==> src/rtl/ipmred_encoder.sv <==
// ipmred_encoder: sequential inner-product-masking encoder for one GF(2^8) secret byte.
// Latency: accept at cycle t, v-1 multiply-accumulate cycles, out_valid_o from cycle t+v.
// Backpressure: holds z_o/out_valid_o stable in DONE until out_ready_i; in_ready_o only when idle.
//
// Ports:
//   clk_i, rst_i                  clock, synchronous active-high reset
//   in_valid_i / in_ready_o       request handshake carrying x_i, l_i, rand_i
//   x_i                           secret byte
//   l_i                           public vector, byte i at [8i+7:8i] (byte 0 expected 0x01)
//   rand_i                        random shares M[1..v-1], M[i] at [8(i-1)+7:8(i-1)]
//   out_valid_o / out_ready_i     result handshake
//   z_o                           encoding, byte i at [8i+7:8i]
module ipmred_encoder #(
  parameter int unsigned v = 8
) (
  input  logic                 clk_i,
  input  logic                 rst_i,
  input  logic                 in_valid_i,
  output logic                 in_ready_o,
  input  logic [7:0]           x_i,
  input  logic [v*8-1:0]       l_i,
  input  logic [(v-1)*8-1:0]   rand_i,
  output logic                 out_valid_o,
  input  logic                 out_ready_i,
  output logic [v*8-1:0]       z_o
);

  localparam int unsigned CW    = (v > 2) ? $clog2(v) : 1;
  // Operand tables are sized to the full index range so any cnt value selects a defined entry.
  localparam int unsigned NSLOT = 1 << CW;

  typedef enum logic [1:0] {
    IDLE,
    MAC,
    DONE
  } state_t;

  state_t               state_q, state_d;
  logic [v*8-1:0]       l_q;
  logic [(v-1)*8-1:0]   m_q;
  logic [7:0]           acc_q, acc_d;
  logic [CW-1:0]        cnt_q, cnt_d;
  logic [v*8-1:0]       z_q, z_d;
  logic                 load;

  logic [7:0]           l_slot [NSLOT];
  logic [7:0]           m_slot [NSLOT];
  logic [7:0]           prod;

  // GF(2^8) multiply, modulus x^8+x^4+x^3+x+1: shift-and-add with xtime reduction.
  function automatic logic [7:0] gf_mul(input logic [7:0] a, input logic [7:0] b);
    logic [7:0] p;
    logic [7:0] aa;
    p  = 8'h00;
    aa = a;
    for (int k = 0; k < 8; k++) begin
      if (b[k]) p = p ^ aa;
      aa = {aa[6:0], 1'b0} ^ (aa[7] ? 8'h1B : 8'h00);
    end
    return p;
  endfunction

  // Byte 0 of L pairs with a zero share: slot 0 is never selected while accumulating.
  always_comb begin
    for (int i = 0; i < NSLOT; i++) begin
      l_slot[i] = 8'h00;
      m_slot[i] = 8'h00;
    end
    l_slot[0] = l_q[7:0];
    for (int i = 1; i < v; i++) begin
      l_slot[i] = l_q[8*i +: 8];
      m_slot[i] = m_q[8*(i-1) +: 8];
    end
  end

  // The single shared multiplier.
  assign prod = gf_mul(l_slot[cnt_q], m_slot[cnt_q]);

  always_comb begin
    state_d = state_q;
    acc_d   = acc_q;
    cnt_d   = cnt_q;
    z_d     = z_q;
    load    = 1'b0;
    case (state_q)
      IDLE: begin
        if (in_valid_i) begin
          load    = 1'b1;
          acc_d   = x_i;
          cnt_d   = CW'(1);
          state_d = MAC;
        end
      end
      MAC: begin
        acc_d = acc_q ^ prod;
        if (cnt_q == CW'(v - 1)) begin
          // Last term: publish shares with the freshly completed byte 0; cnt stays at v-1.
          z_d     = {m_q, acc_q ^ prod};
          state_d = DONE;
        end else begin
          cnt_d = cnt_q + 1'b1;
        end
      end
      DONE: begin
        if (out_ready_i) state_d = IDLE;
      end
      default: state_d = IDLE;
    endcase
  end

  always_ff @(posedge clk_i) begin
    if (rst_i) begin
      state_q <= IDLE;
      acc_q   <= 8'h00;
      cnt_q   <= '0;
      z_q     <= '0;
      l_q     <= '0;
      m_q     <= '0;
    end else begin
      state_q <= state_d;
      acc_q   <= acc_d;
      cnt_q   <= cnt_d;
      z_q     <= z_d;
      if (load) begin
        l_q <= l_i;
        m_q <= rand_i;
      end
    end
  end

  assign in_ready_o  = (state_q == IDLE);
  assign out_valid_o = (state_q == DONE);
  assign z_o         = z_q;

endmodule

==> config.mk <==
export PLATFORM = sky130hd
export DESIGN_NAME = ipmred_encoder
export DESIGN_NICKNAME = d
export VERILOG_FILES = /design/src/rtl/ipmred_encoder.sv
export SDC_FILE = /design/constraint.sdc
export NUM_CORES = 1
export LEC_CHECK = 0
export ABC_AREA = 1
export CAP_MARGIN = 30
export CORE_ASPECT_RATIO = 1.4
export CORE_MARGIN = 2
export CORE_UTILIZATION = 47
export CTS_CLUSTER_SIZE = 40
export DETAILED_ROUTE_END_ITERATION = 6
export PLACE_DENSITY = 0.86
export SLEW_MARGIN = 20
export SYNTH_ARGS = -nofsm -noshare
export SYNTH_HDL_FRONTEND = slang
export SYNTH_SLANG_ARGS = --single-unit
==> constraint.sdc <==
create_clock -name clk_i -period 2.4 [get_ports clk_i]
set_clock_uncertainty 0.05 [all_clocks]
set_input_delay 0.48 -clock clk_i [delete_from_list [all_inputs] [get_ports clk_i]]
set_output_delay 0.48 -clock clk_i [all_outputs]
set_load 0.05 [all_outputs]
==> qor.yml <==
status:
  status: "finished, violations left"
  violations: "setup timing"
timing:
  setup_viol: 16
  period_share_pct: 110
  hold_violations: 0
  rsz0062_at_grt: "true"
  maxSlewViolCount: 0
  fin_crit_ns: 2.63
  fin_ws_ns: -0.234
  slew_headroom_pct: 44.6
  tightest_slew_ns: 0.827
  max_freq_mhz: 380
worst_hold_path:
  hold_path.class: "flop to flop"
  hold_depth: 2
  whs_endpoint: "l_q[8]"
  min_from: "l_q[8]"
synth:
  async_flop_share_pct: 0
  synth_most_common_cell: "nand2_1"
  syn_area_mm2: 0.00979
  ys.flop_type: "dfxtp_1"
  synth_top_area_cell: "dfxtp_1"
  netlist.area_leader.share_pct: 40.3
  avgSynthCellArea_um2: 6.57
  yosys-top-cells-count: "nand2_1 (439), dfxtp_1 (197), nor2_1 (154), o21ai_0 (143), a21oi_1 (138)"
  syn_nets: 1623
  ys_warn_count: 0
  yosys-top-cells-area: "dfxtp_1 (40%), nand2_1 (17%), o21ai_0 (7.3%)"
  synthCells: 1489
  synth_edf_count: 0
  ys_types: 36
  yosysSeqAreaShare_pct: 40.3
  ys_seq_elements: 197
finish:
  num-nets-final: 1854
  fin_util_pct: 67.3
  n_antenna_cell: 0
  area_growth_pct: 40.8
  drive_above_1_share_pct: 17.0
clock_network:
  clk_latency_ns: 0.45
  h-tree-depth: 4
  cts_buffers: 17
  clock-sinks: 197
  cts_root_buf: "clkbuf_16"
  cts_tree: "yes"
  clk_pin_slew_ns: 0.08
  cts_buffer_depth: 2
grt:
  antenna_found_initial: 0
  grt_pass1_wl_mm: 51.8
  grt_max_degree: 189
  grtUsageTotal_pct: 29.1
  grt_pass1_vias: 10400
  overflow: 0
floorplanning:
  coreArea_mm2: 0.0205
  initial_core_util_pct: 47.8
  die_h_um: 175
  io-pin-count: 198
  num_rows: 62
  dieArea_mm2: 0.0220
  die_w_um: 126
power_and_ir_drop:
  power.share.clock_pct: 30.0
  p_comb_share_pct: 33.5
  switching_share_pct: 35.9
  power_density_mw_per_mm2: 713
  vdd_ir_drop_max_uv: 582
  p_leak_nw: 5.82
  p_seq_share_pct: 36.4
  p_sw_mw: 3.53
  internal-power_mw: 6.30
placed_design:
  io_buffers: 197
  pre_cts_ws_ns: -0.255
  place_congestion: 0.923
  dp_hpwl_mm: 22.7
route:
  drc: 0
  wl_per_cell_um: 16.4
  vias: 10700
  antenna_left: 0
  viasPerCell: 5.37
  drt_iter0_drc: 943
  dr.pass1.iters: 5
  routed_wl_mm: 32.5
job:
  maxCapViolations: 0
setup_path:
  start_kind: "flop"
  worstRegToRegCells: 20
  critPathKind: "flop to flop"
  reg2reg_from: "cnt_q[0]"
  cp.required_ns: 2.66
  worstPathArrival_ns: 2.90
  critPathCaptureType: "flop"
  critical_path.startpoint: "cnt_q[0]"
  r2r_end: "acc_q[1]"
  r2r_setup_slack_ns: -0.23
  crit_fanout: 8
## flip-flops by register name (all words and copies together) (netlist names)
name	flops
cnt_q	3
acc_q	8
l_q	64
state_q	2
m_q	56
z_o	64
## repair_timing
action / in CTS / in global routing
buffers inserted: 14 / 6
gates cloned: 4 / 0
hold buffers: 0 / 0
endpoints found under the setup margin: 18 / 16
pin swaps: 35 / 37
resized for setup: 94 / 70
## logic make-up after synthesis
kind of cell / share of synthesized area, %
AOI/OAI and AO/OA: 16.2
adders and majority gates: 0.256
buffers and inverters: 9.04
and+or+nand+nor: 32.0
DFF: 40.3
xor gates and xnor gates: 2.21
## power groups by stage
stage / Sequential [mW] / Combinational, mW / Clock [mW]
after detailed placement: 3.65 / 2.69 / 0
final: 3.58 / 3.30 / 2.95
after global routing: 3.60 / 3.60 / 3.10
after floorplan: 3.61 / 1.66 / 0
after CTS: 3.57 / 3.04 / 2.98
after global placement: 3.64 / 2.66 / 0
## critical path, stage by stage (launching register included)
cell and delay (ns):
dfxtp_4 0.38, buf_4 0.14, buf_12 0.13, nand2_1 0.08, nand3_2 0.12, nand2_2 0.10, nand2_2 0.06, nand2_4 0.13
nand2_2 0.08, nand2_4 0.10, nand2_2 0.07, nand2_4 0.13, buf_6 0.14, xnor2_2 0.12, nand3_1 0.14, nand2_1 0.12
nand2_2 0.06, nand3b_1 0.12, nand3_1 0.10, nand2_1 0.07, a21oi_1 0.06
## stage by stage
step / TNS [ns] / instance area (µm²) / instances / total power, mW / hold WS [ns]
after floorplan: 0 / 9790 / 1489 / 5.27 / 0.379
after global placement: -2.66 / 12400 / 1933 / 6.30 / 0.391
after detailed placement: -2.94 / 12400 / 1933 / 6.34 / 0.393
after CTS: -1.67 / 13500 / 1983 / 9.59 / 0.405
after global routing: -6.48 / 13800 / 1989 / 10.3 / 0.425
final: -2.87 / 13800 / 1989 / 9.83 / 0.404
## how the worst max path moves through the flow
stage                to  slack (ns)  cells after the start
6_report       acc_q[1]       -0.23                     20
5_1_grt        acc_q[1]       -0.46                     19
2_1_floorplan  acc_q[5]        0.16                      8
3_3_place_gp     z_o[0]       -0.24                     16
3_5_place_dp     z_o[4]       -0.26                     23
4_1_cts        acc_q[3]       -0.14                     26
## placed cells by master, fill, tap and decap left out, types with 3 or more instances in the layout
cell,count
a21oi_1,136
buf_12,11
buf_4,77
buf_6,7
clkbuf_16,17
clkdlybuf4s50_1,194
clkinv_8,4
dfxtp_1,195
inv_1,108
inv_12,4
inv_2,8
inv_4,3
inv_6,4
inv_8,4
nand2_1,369
nand2_2,72
nand2_4,24
nand3_1,93
nand3_2,25
nand3b_1,9
nand4_1,4
nor2_1,148
nor2_2,4
nor2_4,3
o211ai_1,6
o21ai_0,139
o21ai_1,9
o21ai_2,4
o21ai_4,4
or2_1,3
xnor2_1,6
xnor2_2,6
xor2_1,9
## metal layers
layer	share of wire (%)	track usage, %
met1	39	34.5
met2	50	51.9
met3	5.6	3.58
met4	5.0	13.8
met5	0	0
## final cells by class
| cell class | count | area [µm²] |
|---|---|---|
| Timing Repair inverter | 2 | 27.5 |
| Fill cell | 1702 | 6700 |
| Multi-Input combinational cell | 1086 | 5470 |
| Sequential cell | 197 | 3950 |
| Timing Repair Buffer | 295 | 2920 |
| Tap cell | 256 | 320 |
| Clock inverter | 15 | 191 |
| Clock buffer | 17 | 425 |
| Inverter | 121 | 479 |
Power figures use the tool's default switching activity.
